--- src/rtl/seq_detector_prog.sv ---
// Programmable serial pattern detector with overlap control.
// Define SEQ_DET_COUNT_EN to build the saturating match counter.
module seq_detector_prog #(
  parameter int MAX_LEN = 8,
  parameter int LEN_W   = 4,
  parameter int CNT_W   = 8
) (
  input  logic               clock,
  input  logic               reset,
  input  logic               cfg_load,
  input  logic [MAX_LEN-1:0] cfg_pattern,
  input  logic [LEN_W-1:0]   cfg_len,
  input  logic               cfg_overlap,
  input  logic               in_valid,
  input  logic               sequence_in,
  output logic               detector_out,
  output logic [CNT_W-1:0]   match_count,
  output logic               armed
);

  localparam logic [LEN_W-1:0] LP_MAX = LEN_W'(MAX_LEN);

  logic [MAX_LEN-1:0] r_pat;
  logic [LEN_W-1:0]   r_len;
  logic               r_ovl;
  logic               r_armed;
  logic [MAX_LEN-1:0] r_hist;
  logic [LEN_W-1:0]   r_fill;
  logic               r_det;

  logic [LEN_W-1:0]   w_len_clamp;
  logic [MAX_LEN-1:0] w_hist_nxt;
  logic [LEN_W-1:0]   w_fill_inc;
  logic [MAX_LEN-1:0] w_mask;
  logic               w_shift;
  logic               w_match;

  always_comb begin
    w_len_clamp = (cfg_len > LP_MAX) ? LP_MAX : cfg_len;
    w_shift     = in_valid && !cfg_load;
    w_hist_nxt  = {r_hist[MAX_LEN-2:0], sequence_in};
    w_fill_inc  = (r_fill == LP_MAX) ? r_fill : r_fill + 1'b1;
    // Shifting by MAX_LEN clears the vector, giving an all-ones mask.
    w_mask      = ~({MAX_LEN{1'b1}} << r_len);
    w_match     = r_armed && w_shift &&
                  (w_fill_inc >= r_len) &&
                  (((w_hist_nxt ^ r_pat) & w_mask) == '0);
  end

  always_ff @(posedge clock or posedge reset) begin
    if (reset) begin
      r_pat   <= '0;
      r_len   <= '0;
      r_ovl   <= 1'b0;
      r_armed <= 1'b0;
      r_hist  <= '0;
      r_fill  <= '0;
      r_det   <= 1'b0;
    end else if (cfg_load) begin
      r_pat   <= cfg_pattern;
      r_len   <= w_len_clamp;
      r_ovl   <= cfg_overlap;
      r_armed <= (w_len_clamp != '0);
      r_hist  <= '0;
      r_fill  <= '0;
      r_det   <= 1'b0;
    end else if (in_valid) begin
      r_hist  <= w_hist_nxt;
      r_fill  <= (w_match && !r_ovl) ? '0 : w_fill_inc;
      r_det   <= w_match;
    end else begin
      r_det   <= 1'b0;
    end
  end

`ifdef SEQ_DET_COUNT_EN
  logic [CNT_W-1:0] r_cnt;

  always_ff @(posedge clock or posedge reset) begin
    if (reset) begin
      r_cnt <= '0;
    end else if (w_match && (r_cnt != '1)) begin
      r_cnt <= r_cnt + 1'b1;
    end
  end

  assign match_count = r_cnt;
`else
  assign match_count = '0;
`endif

  assign detector_out = r_det;
  assign armed        = r_armed;

endmodule

--- config.mk ---
export PLATFORM = sky130hd
export DESIGN_NAME = seq_detector_prog
export DESIGN_NICKNAME = d
export VERILOG_FILES = /design/src/rtl/seq_detector_prog.sv
export SDC_FILE = /design/constraint.sdc
export NUM_CORES = 1
export LEC_CHECK = 0
export CORE_ASPECT_RATIO = 0.75
export CORE_UTILIZATION = 54
export DETAILED_ROUTE_END_ITERATION = 10
export HOLD_SLACK_MARGIN = 0.12
export PLACE_DENSITY = 0.83
export SYNTH_ARGS = -nofsm -noshare
export SYNTH_HDL_FRONTEND = slang
export SYNTH_SLANG_ARGS = --single-unit
--- constraint.sdc ---
create_clock -name clock -period 5.8 [get_ports clock]
set_clock_uncertainty 0.05 [all_clocks]
set_input_delay 1.16 -clock clock [delete_from_list [all_inputs] [get_ports clock]]
set_output_delay 1.16 -clock clock [all_outputs]
set_load 0.05 [all_outputs]
### After elaboration in Yosys (flattened, before gate mapping)

Cells that the tools add are included.

* flip-flop bits (word level): 26
* bits of input ports: 18
* output and inout port bits: 10
* logic and storage cells: 34

* $add $sub $neg: 1
* $lt $le $gt $ge: 2
* eq/ne operators: 1
* shift-type cells: 1
* mux-type cells: 9
* bitwise logic cells: 3
* reduce and logical (&&, ||, !) cells: 10

Operators by type and width (count)
* $mux W4: 5
* $mux W7: 2
* $and A8 B8 Y8: 1
* $logic_not A8 Y1: 1
* $not A8 Y8: 1
* $shl A8 B4 Y8 const A: 1
* $xor A8 B8 Y8: 1
* $logic_and A1 B1 Y1: 5
* $add A4 B1 Y4 const B: 1
* $eq A4 B4 Y1 const B: 1
* $ge A4 B4 Y1: 1
* $gt A4 B4 Y1 const B: 1
* $reduce_bool A4 Y1: 1
* $logic_not A1 Y1: 2
* $mux W1: 2
* $reduce_bool A2 Y1: 1

### Depth between registers and ports, before layout

* depth in word-level cells: 9
* depth in mapped cells: 11

### Worst setup path before layout

Ideal clock, no wire load.

* path kind: input port to flip-flop
* start: in cfg_load
* end: reg r_fill[0]
* data arrival time: 2191 ps
* required time: 5629 ps
* setup slack: 3438 ps
* stages: 5
* path through: buf_6 > and2b_1 > o2111ai_1 > nand4b_2 > a32o_2

* longest elaborated chain between the ends: 9

RTL lines
* start, declared: RTL line 10 `input logic cfg_load,`
* $logic_not A1 Y1: RTL line 40 `w_shift = in_valid && !cfg_load;`
* $logic_and A1 B1 Y1: RTL line 40
* $logic_and A1 B1 Y1 (2 in a row): RTL line 45 `w_match = r_armed && w_shift &&`
* $logic_and A1 B1 Y1: RTL line 46 `(w_fill_inc >= r_len) &&`
* $logic_and A1 B1 Y1: RTL line 69 `r_fill <= (w_match && !r_ovl) ? '0 : w_fill_inc;`
* $mux W4: RTL line 69
* $mux W4: RTL line 67 `end else if (in_valid) begin`
* $mux W4: RTL line 59 `end else if (cfg_load) begin`
* end signal, assigned: RTL line 69
* end, declared: RTL line 28 `logic [LEN_W-1:0] r_fill;`

Parallel ways exist; a longest one is shown, timed or not. The select of a mux whose other input is x is not followed.
A chain may end at the register's enable or synchronous reset.

### Worst setup path after layout

* start: in cfg_load
* end: reg r_fill[1]

Same word-level chain as after synthesis.

==> results_dict.tcl <==
set metrics [dict create \
    cp_max_fo 28 \
    cts_max_level 1 \
    synth_warnings 0 \
    setup_viol 0 \
    timing.fmax_mhz 313 \
    diodes 0 \
    maxCapViolCount 0 \
    cts_hold_buf 0 \
    synth.most_common_cell "dfrtp_1" \
    insertion_delay_ns 0.33 \
    gp_congestion 0.758 \
    synth_top_flop_cell "dfrtp_1" \
    power.total_uw 375 \
    ios 28 \
    grt_max_degree 29 \
    power_frac_comb_pct 21.1 \
    critical_path_class "in2reg" \
    fin_ws_ns 2.61 \
    syn_avg_cell_area_um2 10.9 \
    place_inst 177 \
    synth_compound_area_share_pct 10.8 \
    rsz0062_at_grt "false" \
    cts_resized 0 \
    synth_edf_count 0 \
    synth_xor_area_share_pct 6.22 \
    p_leak_uw 0.000731 \
    die_area_um2 2820 \
    holdPathEnd "r_ovl" \
    firstDrtPassIters 4 \
    p_seq_share_pct 54.2 \
    synth_area_leader_cell "dfrtp_1" \
    hold_depth 1 \
    maxSlewHeadroom_pct 34.2 \
    muxShareOfSynthArea_pct 12.9 \
    crit_arrival_ns 3.37 \
    post_route_cells_drive_above_1_share_pct 13.6 \
    reg2reg_setup_slack_ns 3.20 \
    synth_top_area_share_pct 46.2 \
    reg2regPathDepth 11 \
    stdcell_count 181 \
    dpl_worst_slack_ns 2.30 \
    worstPathRequired_ns 5.98 \
    min_period_ns 3.19 \
    synth.distinct_cells 28 \
    synth_area_leaders "dfrtp_1 46%, mux2_2 7.2%, xnor2_1 6.2%" \
    dieHeight_um 46.2 \
    ys_seq_area_share_pct 46.2 \
    antenna_found_initial 0 \
    track_usage_pct 21.1 \
    crit_buf_inv 1 \
    die_x_um 61.0 \
    status "finished clean" \
    slowest_stage "clkdlybuf4s50_1" \
    synth_top_family_by_area "multiplexers" \
    synth-simple-area-share_pct 10.0 \
    finalHoldViolations 0 \
    nFillCells 194 \
    crit_start "cfg_load" \
    r2r-end "r_fill[1]" \
    grt_pass1_wl_um 4170 \
    ys_top_cells_by_count "26 x dfrtp_1, 11 x nor2_1, 10 x xnor2_1" \
    drt_iter0_drc 52 \
    cts-root-buf "clkbuf_4" \
    max_stage_delay_ns 0.92 \
    powerDensity_nw_per_um2 232 \
    initial_utilization_pct 59.1 \
    numCtsBuffers 3 \
    grt_overflow 0 \
    syn_inst 129 \
    r2r-start "r_fill[0]" \
    cts_tree "done" \
    hp-start "r_ovl" \
    tightestPinTransition_ns 0.986 \
    hold_class "reg2reg" \
    clockPowerShare_pct 24.7 \
    worstSetupEndpointType "register" \
    final_antenna_net_count 0 \
    async_flop_share_pct 100 \
    cts_setup_buffers 0 \
    core-area_um2 2380 \
    wirelength_um 2620 \
    placementRows 15 \
    cts.sinks 26 \
    final_util_pct 67.8 \
    portBuffers 19 \
    synth.ff_latch_count 26 \
    routedWlPerCell_um 14.5 \
    cp_cell_sequence "clkdlybuf4s50_1 -> and2b_1 -> o2111ai_1 -> nand4b_2 -> a32o_2" \
    irDropWorstVdd_mv 0.155 \
    path_clk_slew_ns 0.14 \
    tns_ns 0 \
    hpwl_um 1960 \
    internal_power_uw 266 \
    syn2layout_area_growth_pct 14.8 \
    clk_path_buf_depth 2 \
    drc_errors 0 \
    layout.nets 172 \
    synth_fa_ha_area_share_pct 5.33 \
    start_kind "input port" \
    vias 993 \
    path_delay_family "buffers and inverters" \
    min_period_over_period_pct 55.0 \
    avgViaCountPerCell 5.49 \
    synth_area_um2 1410 \
    report.final.slew_viol_count 0 \
    grt_pass1_vias 943 \
    power.switching_uw 109 \
    swShare_pct 29.1 \
]
layout by cell type (no fill, tap or decap):
cell,netlist,final
nor4_1,1,1
and2b_1,1,1
ha_1,6,6
clkbuf_8,0,1
clkdlybuf4s50_1,0,19
nor2_1,11,11
mux2_2,9,9
clkbuf_4,0,3
a2111oi_0,1,1
nand2_1,7,7
o21ai_1,1,1
conb_1,1,8
a211oi_2,1,1
nand2b_1,2,2
o2111ai_1,1,1
inv_1,8,8
nand4b_2,1,1
dfrtp_1,26,26
o22ai_1,4,4
nand3_1,2,2
nor3_1,2,2
a31oi_1,1,1
a21oi_1,3,3
o21ai_0,5,5
a32o_2,4,4
xnor2_1,10,10
mux2i_1,8,8
nor4_2,1,1
state kept, by name, indices dropped and copies added, names as in the netlist:
| signal | flops |
|---|---|
| r_ovl | 1 |
| detector_out | 1 |
| r_len | 4 |
| r_hist | 7 |
| r_fill | 4 |
| r_pat | 8 |
| armed | 1 |
layout make-up:
cell class / instances / area, um^2 / area share, %
clock buffers: 4 / 36.3 / 2.24
inverters: 8 / 30.0 / 1.86
multi-input cells: 90 / 667 / 41.3
flip-flops and latches: 26 / 651 / 40.2
well taps: 34 / 42.5 / 2.63
repair buffers: 19 / 190 / 11.8
worst max-delay path by stage:
stage	end	slack, ns	depth (start not counted)
finish	r_fill[1]	2.61	5
global route	r_fill[1]	2.50	5
CTS	r_fill[1]	2.63	5
detailed placement	r_fill[1]	2.30	5
global placement	r_fill[3]	2.41	5
floorplan	r_fill[0]	3.44	5
cell families after synthesis:
kind of cell / after synthesis
adder cells (fa/ha/maj): 6
buffers and inverters: 20
other: 1
flip-flops: 26
XOR/XNOR: 10
AND/OR/NAND/NOR: 28
AO/OA/AOI/OAI: 21
multiplexers: 17
power by group through the flow:
stage	clock network [uW]	logic, uW	registers (uW)
after floorplan	0	60.1	205
after global placement	0	75.6	206
after detailed placement	0	78.7	207
after CTS	94.4	79.3	203
after global routing	101	86.0	205
final	92.9	79.0	203
through the flow:
step                      instance area, um^2  hold slack [ns]
after floorplan                          1430            0.431
after global placement                   1580            0.464
after detailed placement                 1580            0.449
after CTS                                1620            0.481
after global routing                     1620            0.507
final                                    1620            0.482
routing by layer:
layer / vias up / GRT usage, % / part of all wire [%]
li1: 470 / - / -
met1: 469 / 26.1 / 45
met2: 48 / 34.9 / 46
met3: 6 / 6.74 / 6.7
met4: 0 / 7.27 / 1.8
met5: - / 0 / 0
(Power assumes the default switching activity.)
